$ cat src/rtl/fifo_wr_arbiter.sv
// fifo_wr_arbiter: round-robin burst arbiter multiplexing producers onto one FIFO write port
module fifo_wr_arbiter #(
  parameter int NUM_REQ    = 4,
  parameter int DATA_WIDTH = 8,
  parameter int MAX_BURST  = 4
) (
  input  logic                          clk,
  input  logic                          rst_n,
  input  logic [NUM_REQ-1:0]            req_valid,
  input  logic [NUM_REQ*DATA_WIDTH-1:0] req_data,
  output logic [NUM_REQ-1:0]            req_ready,
  output logic                          fifo_wr_en,
  output logic [DATA_WIDTH-1:0]         fifo_wr_data,
  input  logic                          fifo_full,
  output logic                          grant_valid,
  output logic [$clog2(NUM_REQ)-1:0]    grant_id
);
  localparam int IW = $clog2(NUM_REQ);
  localparam int BW = $clog2(MAX_BURST) + 1;
  localparam logic [IW:0] NR = (IW+1)'(NUM_REQ);
  localparam logic [BW-1:0] LAST = BW'(MAX_BURST - 1);
  typedef enum logic {IDLE, GRANT} state_t;
  state_t state;
  logic [BW-1:0] burst_cnt;
  logic [IW-1:0] rr_ptr, next_ptr, base, off, sel_id;
  logic [IW:0] sum;
  logic [2*NUM_REQ-1:0] dbl;
  logic any_valid, transfer, release_g;
  assign next_ptr = (grant_id == IW'(NUM_REQ - 1)) ? '0 : grant_id + 1'b1;
  // On release the search starts past the holder; from IDLE it starts at rr_ptr
  assign base = (state == GRANT) ? next_ptr : rr_ptr;
  assign dbl = {req_valid, req_valid} >> base;
  always_comb begin
    off = '0;
    for (int k = NUM_REQ - 1; k >= 0; k--) off = dbl[k] ? IW'(k) : off;
  end
  assign sum = {1'b0, base} + {1'b0, off};
  assign sel_id = (sum >= NR) ? IW'(sum - NR) : sum[IW-1:0];
  assign any_valid = |req_valid;
  assign grant_valid = (state == GRANT);
  assign transfer = grant_valid & req_valid[grant_id] & ~fifo_full;
  assign req_ready = (grant_valid & ~fifo_full) ? NUM_REQ'(1) << grant_id : '0;
  assign fifo_wr_en = transfer;
  assign fifo_wr_data = grant_valid ? req_data[grant_id*DATA_WIDTH +: DATA_WIDTH] : '0;
  assign release_g = grant_valid & ((transfer & (burst_cnt == LAST)) | ~req_valid[grant_id]);
  always_ff @(posedge clk or negedge rst_n)
    if (!rst_n) begin
      state     <= IDLE;
      grant_id  <= '0;
      burst_cnt <= '0;
      rr_ptr    <= '0;
    end else if (state == IDLE) begin
      if (any_valid) begin
        state     <= GRANT;
        grant_id  <= sel_id;
        burst_cnt <= '0;
      end
    end else if (release_g) begin
      rr_ptr    <= next_ptr;
      burst_cnt <= '0;
      if (any_valid) grant_id <= sel_id;
      else state <= IDLE;
    end else if (transfer) burst_cnt <= burst_cnt + 1'b1;
endmodule

$ cat config.mk
export PLATFORM = sky130hd
export DESIGN_NAME = fifo_wr_arbiter
export DESIGN_NICKNAME = d
export VERILOG_FILES = /design/src/rtl/fifo_wr_arbiter.sv
export SDC_FILE = /design/constraint.sdc
export NUM_CORES = 1
export LEC_CHECK = 0
export CAP_MARGIN = 10
export CORE_MARGIN = 5
export CORE_UTILIZATION = 35
export CTS_CLUSTER_DIAMETER = 150
export CTS_CLUSTER_SIZE = 16
export DETAILED_ROUTE_END_ITERATION = 8
export GPL_ROUTABILITY_DRIVEN = 0
export HOLD_SLACK_MARGIN = 0.03
export PLACE_DENSITY = 0.79
export RECOVER_POWER = 100
export SLEW_MARGIN = 20
export SYNTH_ARGS = -nofsm -noshare
export SYNTH_HDL_FRONTEND = slang
export SYNTH_SLANG_ARGS = --single-unit
$ cat constraint.sdc
create_clock -name clk -period 2.8 [get_ports clk]
set_clock_uncertainty 0.05 [all_clocks]
set_input_delay 0.28 -clock clk [delete_from_list [all_inputs] [get_ports clk]]
set_output_delay 0.28 -clock clk [all_outputs]
set_load 0.01 [all_outputs]
After elaboration in Yosys (flattened, before gate mapping)
Index checks and enable logic that the tools add are counted.
{"block": "totals", "regBits": 8, "wordCells": 50, "inputBits": 39, "output_inout_bits": 16}
{"block": "op_classes", "bitwise_logic": 8, "shift": 3, "muxes": 21, "reduce_logical": 4, "order_cmp": 2, "eq_ne": 4, "addsub": 4}
{"operator": "variable part select 32 x 6 -> 8 bit", "n": 1}
{"operator": "2-to-1 mux 2 bit", "n": 10}
{"operator": "2-to-1 mux 3 bit", "n": 4}
{"operator": "2-to-1 mux 8 bit", "n": 1}
{"operator": ">> shifter 8 x 2 -> 4 bit", "n": 1}
{"operator": "AND 1 bit", "n": 5}
{"operator": "2-to-1 mux 1 bit", "n": 4}
{"operator": "2-to-1 mux 4 bit", "n": 1}
{"operator": "AND reduction 2 bit", "n": 2}
{"operator": "OR reduction 4 bit", "n": 1}
{"operator": "left shift 1 x 2 -> 4 bit, first input constant", "n": 1}
{"operator": "adder 2 x 2 -> 3 bit", "n": 1}
{"operator": "adder 3 x 1 -> 3 bit, second input constant", "n": 1}
{"operator": "equality test 3 x 2 -> 1 bit, second input constant", "n": 1}
{"operator": ">= comparator 3 bit, second input constant", "n": 1}
{"operator": "less-than comparator 2 x 3 -> 1 bit, second input constant", "n": 1}
{"operator": "!= test 3 x 1 -> 1 bit, second input constant", "n": 1}
{"operator": "adder 2 x 1 -> 2 bit, second input constant", "n": 1}
{"operator": "binary-select mux 1 bit (select 2 bit)", "n": 1}
{"operator": "equality test 2 bit, second input constant", "n": 1}
{"operator": "!= test 2 x 1 -> 1 bit, second input constant", "n": 1}
{"operator": "NOT 1 bit", "n": 2}
{"operator": "nonzero test 2 bit", "n": 1}
{"operator": "subtractor 2 x 1 -> 2 bit, second input constant", "n": 1}
{"operator": "bitwise OR 1 bit", "n": 1}

Logic depth before layout (Yosys ltp)
{"block": "logic_depth", "word_depth": 14, "ltp_mapped": 7, "depth_no_buf": 6}

Worst setup path before layout
Ideal clock, no wire load.
{"block": "synth_timing", "kind": "reg-to-reg", "from": "register grant_id[0]", "to": "register grant_id[1]", "setup_ps": 135, "path_buffers": 1, "period_less_slack_ps": 2158, "t_arrival_ps": 1974, "stages_incl_launch_ff": 8, "setup_slack_ps": 642, "t_required_ps": 2615, "cell_sequence": "dfrtp_1 > buf_2 > inv_1 > ha_1 > mux2i_1 > nor3_1 > a2111oi_0 > o31ai_1"}
{"block": "synth_via", "elab_chain_cells": 14, "word_cells_on_any_way": 25, "cone_classes": "3 x add/sub; 1 x order compare; 2 x eq/ne; 1 x shift; 12 x mux; 6 x bitwise"}
{"element": "start, declared", "line": "16", "text": "output logic [$clog2(NUM_REQ)-1:0] grant_id"}
{"element": "start signal, assigned", "line": "55", "text": "grant_id <= sel_id;"}
{"element": "start signal, assigned", "line": "61", "text": "if (any_valid) grant_id <= sel_id;"}
{"element": "adder 2 x 1 -> 2 bit / equality test 2 bit (equally long branches)", "line": "29", "text": "assign next_ptr = (grant_id == IW'(NUM_REQ - 1)) ? '0 : grant_id + 1'b1;"}
{"element": "2-to-1 mux 2 bit (*)", "line": "29"}
{"element": "net next_ptr[1]", "line": "25", "text": "logic [IW-1:0] rr_ptr, next_ptr, base, off, sel_id;"}
{"element": "2-to-1 mux 2 bit (*)", "line": "31", "text": "assign base = (state == GRANT) ? next_ptr : rr_ptr;"}
{"element": ">> shifter 8 x 2 -> 4 bit", "line": "32", "text": "assign dbl = {req_valid, req_valid} >> base;"}
{"element": "2-to-1 mux 2 bit (4 in series)", "line": "35", "text": "for (int k = NUM_REQ - 1; k >= 0; k--) off = dbl[k] ? IW'(k) : off;"}
{"element": "adder 2 x 2 -> 3 bit (*)", "line": "37", "text": "assign sum = {1'b0, base} + {1'b0, off};"}
{"element": ">= comparator 3 bit / subtractor 2 x 1 -> 2 bit (equally long branches)", "line": "38", "text": "assign sel_id = (sum >= NR) ? IW'(sum - NR) : sum[IW-1:0];"}
{"element": "2-to-1 mux 2 bit (*)", "line": "38"}
{"element": "2-to-1 mux 2 bit (*)", "line": "53, 61"}
{"element": "2-to-1 mux 2 bit", "line": "58", "text": "end else if (release_g) begin"}
{"element": "2-to-1 mux 2 bit (*)", "line": "52", "text": "end else if (state == IDLE) begin"}
Mark *: on every way through the listed nets, which the timed path passes. The rest lies on a longest branch. The select of a mux whose other input is x is not followed.
A chain may end at the register's enable or synchronous reset.

Final worst setup path
{"block": "layout_timing", "from": "register grant_id[0]", "to": "output fifo_wr_data[3]"}
{"block": "layout_via", "elab_chain_cells": 2}
{"element": "variable part select 32 x 6 -> 8 bit", "line": "44", "text": "assign fifo_wr_data = grant_valid ? req_data[grant_id*DATA_WIDTH +: DATA_WIDTH] : '0;"}
{"element": "2-to-1 mux 8 bit", "line": "44"}
{"element": "end, declared", "line": "13", "text": "output logic [DATA_WIDTH-1:0] fifo_wr_data,"}
Every way passes these cells.

==> qor.yml <==
p_sw_w: 0.000382
cts_tree: "done"
clkLatencyLatePin_ns: 0.25
area_delta_synth_final_pct: 73.6
die_w_um: 58.6
synth-seq-area-share: 0.242
min_path_type: "primary input to async pin"
rows: 17
io_pins: 55
nFillCells: 184
cap_violations: 0
grt_use_total: 0.148
grt_max_degree: 17
relSlewSlack: 0.666
path_class: "register to primary output"
avgSynthCellArea_um2: 10.1
wl_um: 2410
grt_pass1_vias: 923
via_count: 870
drt_iter0_drc: 14
root_buffer: "clkbuf_4"
htreeDepth: 1
combinationalPowerShare: 0.715
final.setup.tns_ns: 0
cts_hold_buf: 0
antenna_left: 0
coreArea_um2: 2230
synth_warnings: 0
final-setup-viol-count: 0
fp.dieH_um: 58.6
fin_crit_ns: 2.58
io_buffers: 54
cts_buffers: 3
syn_area_um2: 826
arrival_ns: 2.25
pwr-share-clk: 0.079
drc: 0
grt_first_pass_wirelength_um: 4000
start_kind: "register"
cp.required_ns: 2.47
end_kind: "primary output"
grt_overflow: 0
switching_share: 0.368
layoutNonFillerInstCount: 167
p_leak_nw: 0.593
clkSinkCount: 8
placed_cells: 164
grt_setup_unrepaired: "false"
first_pass_iters: 4
power_density_nw_per_um2: 724
worstMarginPinSlew_ns: 0.496
cp_max_fo: 10
max_freq_mhz: 388
vdd_drop_max_mv: 0.666
hold_viol_final: 0
drv_slew: 0
start_util: 0.370
synth.net_count: 127
cts.clk_slew.worst_paths_ns: 0.05
pwr-share-seq: 0.206
diodes: 0
r2r_setup_slack_ns: 0.66
yosys_register_bits: 8
nets: 186
die-area_um2: 3430
status: "completed"
avgViaCountPerCell: 5.21
clockBufferDepth: 2
layout_worst_path_cycle_share: 0.921
syn_inst: 82
synth_cell_type_count: 25
p_int_w: 0.000657
hpwl_um: 2070
drive_above_1_share: 0.129
cts_setup_buffers: 0
antenna_found_initial: 0
cts_resized: 0
wl_per_cell_um: 14.4
kinds of logic after synthesis:
kind of cell	Yosys count	share of synthesized area
fa+ha+maj	6	0.0909
flops	8	0.242
simple gates	31	0.212
buf+inv	10	0.0470
mux	12	0.285
compound gates	15	0.123
power by group through the flow:
| stage | combinational (W) | clock, W | sequential, W |
|---|---|---|---|
| after global routing | 0.000824 | 0.0000915 | 0.000225 |
| after floorplan | 0.000459 | 0 | 0.000202 |
| final | 0.000743 | 0.0000822 | 0.000214 |
| after CTS | 0.000786 | 0.0000828 | 0.000214 |
| after detailed placement | 0.000783 | 0 | 0.000216 |
| after global placement | 0.000768 | 0 | 0.000215 |
final cells by class:
| type | count | area [µm²] | share of cell area |
|---|---|---|---|
| sequential | 8 | 200 | 0.140 |
| multi-input combinational | 64 | 587 | 0.409 |
| tap | 28 | 35.0 | 0.0244 |
| timing repair buffer | 57 | 563 | 0.393 |
| clock buffer | 3 | 22.5 | 0.0157 |
| inverter | 7 | 26.3 | 0.0183 |
critical path, cell delays in order, from the launching register on:
cell and delay [ns]:
dfrtp_1 0.53, buf_4 0.22, mux4_2 0.50, and2_1 0.16, dlygate4sd3_1 0.59
flip-flops by register name, summed over array words and instances (netlist names):
register / cells
burst_cnt: 3
grant_valid: 1
rr_ptr: 2
grant_id: 2
final timing paths:
| check | from | cells past startpoint | to |
|---|---|---|---|
| max in group asynchronous | rst_n | 1 | grant_id[0] |
| min | rst_n | 1 | rr_ptr[0] |
| min reg2reg | burst_cnt[2] | 2 | burst_cnt[2] |
| max | grant_id[0] | 4 | fifo_wr_data[3] |
| max reg2reg | grant_id[0] | 6 | grant_id[1] |
| min in group clk | burst_cnt[2] | 2 | burst_cnt[2] |
synth_stat cells:
cell | n | area share
inv_1 | 7 | 0.032
ha_1 | 6 | 0.091
and3_1 | 1 | 0.0076
buf_2 | 1 | 0.0061
nor4_1 | 1 | 0.0076
a31o_1 | 1 | 0.011
or2_2 | 1 | 0.0076
a2111oi_0 | 2 | 0.021
a211oi_1 | 1 | 0.0091
nor3_1 | 1 | 0.0061
nand2_1 | 6 | 0.027
o21ai_0 | 3 | 0.018
mux2i_1 | 1 | 0.012
a31oi_1 | 3 | 0.023
mux2_2 | 2 | 0.027
nand2b_1 | 3 | 0.023
and2_1 | 13 | 0.098
nor2_1 | 1 | 0.0045
a21oi_1 | 2 | 0.012
mux4_2 | 9 | 0.25
o31ai_1 | 2 | 0.018
clkbuf_1 | 2 | 0.0091
dfrtp_1 | 8 | 0.24
a22o_1 | 1 | 0.011
nor2b_1 | 4 | 0.030
cells in the final DEF, fill, tap and decap left out, types with 4 or more instances in the layout:
cell,count
nor2b_1,4
inv_1,7
mux4_2,9
nand2_1,6
and2_1,13
ha_1,6
clkdlybuf4s50_1,39
dfrtp_1,8
dlygate4sd3_1,15
metal layers:
layer  vias to the layer above  track usage  routed length (µm)
li1                        417            -                   -
met1                       408        0.167                 913
met2                        43        0.273                1170
met3                         2       0.0592                 316
met4                         0       0.0129                   4
met5                         -            0                   0
through the flow:
step	hold WS (ns)	setup WS (ns)	instance area (µm²)	util	power [W]
floorplan	-0.0656	0.642	826	-	0.000661
global placement	0.413	0.556	1410	0.632	0.000983
detailed placement	0.422	0.536	1410	0.632	0.000999
CTS	0.266	0.294	1430	0.642	0.00108
global route	0.348	0.0981	1430	0.642	0.00114
finish	0.327	0.221	1430	0.642	0.00104
Note: power is estimated with default switching activity, not from simulation.
==> patch 1 (same settings) <==
Make the reset (`rst_n`) synchronous in one clocked block.
--- a/src/rtl/fifo_wr_arbiter.sv
+++ b/src/rtl/fifo_wr_arbiter.sv
@@ -45,3 +45,3 @@
   assign release_g = grant_valid & ((transfer & (burst_cnt == LAST)) | ~req_valid[grant_id]);
-  always_ff @(posedge clk or negedge rst_n)
+  always_ff @(posedge clk)
     if (!rst_n) begin
Check against the original RTL: differs if rst_n is asserted again (counterexample within 4 cycles, from zero or initial values and one cycle with rst_n low); with rst_n held inactive, the same outputs for 10 cycles.
==> patch 1 against the original RTL <==
Setup slack better by 0.086 ns. Core utilization down 1.2 points. Critical path depth up 1. Final area unchanged. Routed wire length up 13%. Hold slack better by 0.092 ns. Register-to-register slack worse by 0.08 ns. Fmax up 3.4%. Synthesized area up 3.0%. Sequential cell count unchanged. Critical path type is now input pin to primary output. Critical endpoint is now fifo_wr_en.
Power is not compared: it rests on default switching activity, and its combinational part moved more than twofold at a synthesized area within 25%.
==> patch 1: results (changes against the original RTL) <==
outcome - complete, no violations (unchanged)
filler instances - 216 (was 184)
worst hold path class - flop to flop (was input pin to async pin)
# placed instances - 169 (was 164)
delay of the slowest critical-path stage - 0.61 ns (was 0.59 ns)
vias per cell - 5.31 (was 5.21)
top cells by area, synth - mux4_2, dfxtp_1, and2_1 (was mux4_2, dfrtp_1, and2_1)
clock latency on the worst-skew pair - 0.27 ns (was 0.25 ns)
met3 Resource Use GR - 6.32% (was 5.92%)
Synth top cells by count - and2_1, dfxtp_1, inv_1, mux4_2, ha_1 (was and2_1, mux4_2, dfrtp_1)
vias in the first global route - 954 (was 923)
layout cells sized above 1 - 11.8% (was 12.9%)
cell area after placement - 1420 um2 (was 1410 um2)
number of flip-flops in the largest register - 3 (unchanged)
post-synthesis sequential area ratio - 18.8% (was 24.2%)
CP Max Fanout - 6 (was 10)
wire per inst - 15.9 um (was 14.4 um)
TritonRoute pass-1 iters - 3 (was 4)
post-DP HPWL - 2340 um (was 2070 um)
adder-cell share of the synthesized area - 8.82% (was 9.09%)
Syn Nets - 133 (was 127)
clk buf depth - 2 (unchanged)
GRT met2 Usage - 29.0% (was 27.3%)
pin count of the biggest net entering global routing - 16 (was 17)
ys async rst share - 0% (was 100%)
nets - 191 (was 186)
ys flop type - dfxtp_1 (was dfrtp_1)
Synth cell types - 34 (was 25)
Post-Route WL - 2730 um (was 2410 um)
DR WL met2 - 1240 um (was 1170 um)
Slew HR - 49.7% (was 66.6%)
wl on met1 - 1130 um (was 913 um)
GRT Util Overall - 16.4% (was 14.8%)
Compound-Gate Fraction of Synth Area - 13.2% (was 12.3%)
Routed met3 length - 346 um (was 316 um)
Starting DRT DRC Count - 16 (was 14)
first-pass GRT wire length - 4370 um (was 4000 um)
-- patch 1: cell types whose count changed after synthesis, moves of 3 or more --
cell     unedited run  this run
nor2b_1             4         1
dfrtp_1             8         0
nand3_1             0         3
dfxtp_1             0         8
-- patch 1: path summary, 6_finish.rpt --
check	from	to	slack [ns]	depth (start not counted)
worst max-delay path	req_valid[0]	fifo_wr_en	0.31	5
worst max register to register	grant_id[1]$_SDFFE_PN0P_	grant_id[1]$_SDFFE_PN0P_	0.58	6
worst min-delay path	burst_cnt[0]$_SDFFE_PN0P_	burst_cnt[0]$_SDFFE_PN0P_	0.42	1
worst min register to register	burst_cnt[0]$_SDFFE_PN0P_	burst_cnt[0]$_SDFFE_PN0P_	0.42	1
-- patch 1: area by class of cell --
cell class / instances / area [um2] / share of cell area, %
repair buffers: 57 / 559 / 39.0
well taps: 28 / 35.0 / 2.44
multi-input cells: 68 / 627 / 43.7
flip-flops and latches: 8 / 160 / 11.2
inverters: 8 / 30.0 / 2.09
clock buffers: 3 / 22.5 / 1.57
==> patch 2 (same settings) <==
Made on the original files. Change the parameter `NUM_REQ` from 4 to 8.
--- a/src/rtl/fifo_wr_arbiter.sv
+++ b/src/rtl/fifo_wr_arbiter.sv
@@ -2,3 +2,3 @@
 module fifo_wr_arbiter #(
-  parameter int NUM_REQ    = 4,
+  parameter int NUM_REQ    = 8,
   parameter int DATA_WIDTH = 8,
Ports: changed (resized grant_id, req_data, req_ready and req_valid); port bits go from 55 to 96. No check against the original RTL was run, so the function may have changed too.
==> patch 2 against the original RTL <==
The run now ends with setup timing left. Routed wire length grew to 3.6 times the old value. Global-route usage grew 8.5 points. Sequential cell count up 2. Hold slack gained 0.068 ns. Core utilization grew 3.8 points. Power rose to 4.3 times the old value. Final area rose to 2.6 times the old value. Synthesized area grew 130%. Setup slack got worse by 0.93 ns. Critical path type is now flop to flop. Critical endpoint is now grant_id[2]$_DFFE_PN0P_.
==> patch 2: results (changes against the original RTL) <==
wire per inst - 18.6 um (was 14.4 um)
DP Worst Slack - -0.801 ns (was 0.536 ns)
ys async rst share - 100% (unchanged)
Crit-path slowest cell - dfrtp_2 (was dlygate4sd3_1)
Synth cell types - 54 (was 25)
GRT Util Overall - 23.4% (was 14.8%)
vias per cell - 5.58 (was 5.21)
Max VDD drop - 0.000645 V (was 0.000666 V)
nets - 476 (was 186)
outcome - complete, but fails checks (was complete, no violations)
worst setup margin - -0.707 ns (was 0.221 ns)
CP Max Fanout - 3 (was 10)
Least-Margin Pin Slew - 0.600 ns (was 0.496 ns)
Starting DRT DRC Count - 235 (was 14)
layout cells sized above 1 - 35.1% (was 12.9%)
delay of the slowest critical-path stage - 0.43 ns (was 0.59 ns)
Root Driver - clkbuf_8 (was clkbuf_4)
first-pass GRT wire length - 13,500 um (was 4000 um)
vias in the first global route - 2,636 (was 923)
Lkg Pwr - 1.55 nW (was 0.593 nW)
post-DP HPWL - 6830 um (was 2070 um)
pin count of the biggest net entering global routing - 22 (was 17)
Synth top cells by count - nand2_1, mux4_2, nor2_1 (was and2_1, mux4_2, dfrtp_1)
Syn Nets - 317 (was 127)
failing checks - setup timing
worst hold path class - input pin to async pin (unchanged)
Crit path max-delay family - compound AO/OA/AOI/OAI gates (was buffers and inverters)
CP arrival - 3.59 ns (was 2.25 ns)
post-synthesis sequential area ratio - 12.9% (was 24.2%)
final count of negative-setup-slack endpoints - 3 (was 0)
top cells by area, synth - mux4_2, dfrtp_1, nand2_1 (was mux4_2, dfrtp_1, and2_1)
-- patch 2: cell types whose count changed in the layout (fill, tap and decap cells not counted), moves of 6 or more --
cell | before | now
buf_4 | 3 | 70
clkdlybuf4s50_1 | 39 | 93
nand2_1 | 6 | 34
nor2_1 | 1 | 16
dlygate4sd3_1 | 15 | 1
and2_1 | 13 | 2
a21boi_0 | 0 | 9
mux4_2 | 9 | 18
nor3_1 | 1 | 7
o21ai_0 | 3 | 9
-- patch 2: power by group --
part / switching [mW] / internal (mW)
clock: 0.0657 / 0.124
combinational: 1.87 / 2.12
sequential: 0.0550 / 0.218
total: 1.99 / 2.46
-- patch 2: final cells by class --
type | count | area (um2)
multi-input cells | 198 | 1760
flip-flops and latches | 10 | 253
fillers | 402 | 1740
clock buffers | 4 | 55.1
well taps | 72 | 90.1
inverters | 12 | 50.0
repair buffers | 166 | 1490
-- patch 2: final timing paths --
path,startpoint,end,slack (ns),depth (start not counted)
setup / recovery,grant_id[0]$_DFFE_PN0P_,grant_id[2]$_DFFE_PN0P_,-0.71,17
hold / removal,rst_n,grant_id[0]$_DFFE_PN0P_,0.39,1
setup reg to reg,grant_id[0]$_DFFE_PN0P_,grant_id[2]$_DFFE_PN0P_,-0.71,17
hold reg to reg,burst_cnt[2]$_DFFE_PN0P_,burst_cnt[2]$_DFFE_PN0P_,0.44,2
max in group asynchronous,rst_n,grant_id[1]$_DFFE_PN0P_,1.92,1
min in group clk,burst_cnt[2]$_DFFE_PN0P_,burst_cnt[2]$_DFFE_PN0P_,0.44,2
-- patch 2: cell families after synthesis --
logic type | Yosys count | share of synthesized area [%]
AND/OR/NAND/NOR | 98 | 25.8
AO/OA/AOI/OAI | 58 | 20.6
multiplexers | 31 | 28.0
buffers and inverters | 24 | 5.30
adder cells (fa/ha/maj) | 10 | 6.86
flip-flops | 10 | 12.9
XOR/XNOR | 1 | 0.453
-- patch 2: repair_timing --
item | 4_1_cts | 5_1_grt
gates resized for setup | 1 | 16
endpoints found under the hold margin | 0 | 0
pin swaps | 9 | 9
buffers inserted | 3 | 3
endpoints found under the setup margin | 4 | 7
-- patch 2: stage by stage --
stage	hold WS [ns]	setup TNS, ns	instance area (um2)	instances	power (mW)
finish	0.395	-1.19	3700	462	4.45
global route	0.429	-1.62	3700	462	4.76
CTS	0.325	-1.46	3590	459	4.16
detailed placement	0.435	-1.44	3510	452	3.90
global placement	0.416	-1.02	3510	452	3.82
floorplan	-0.0656	-1.04	2070	232	2.43
-- patch 2: per-layer routing --
metal,wire [um],track usage [%],part of all wire [%]
met4,199,6.19,2.3
met2,4460,41.8,52
met1,3370,27.8,39
met3,579,5.89,6.7
met5,0,0,0
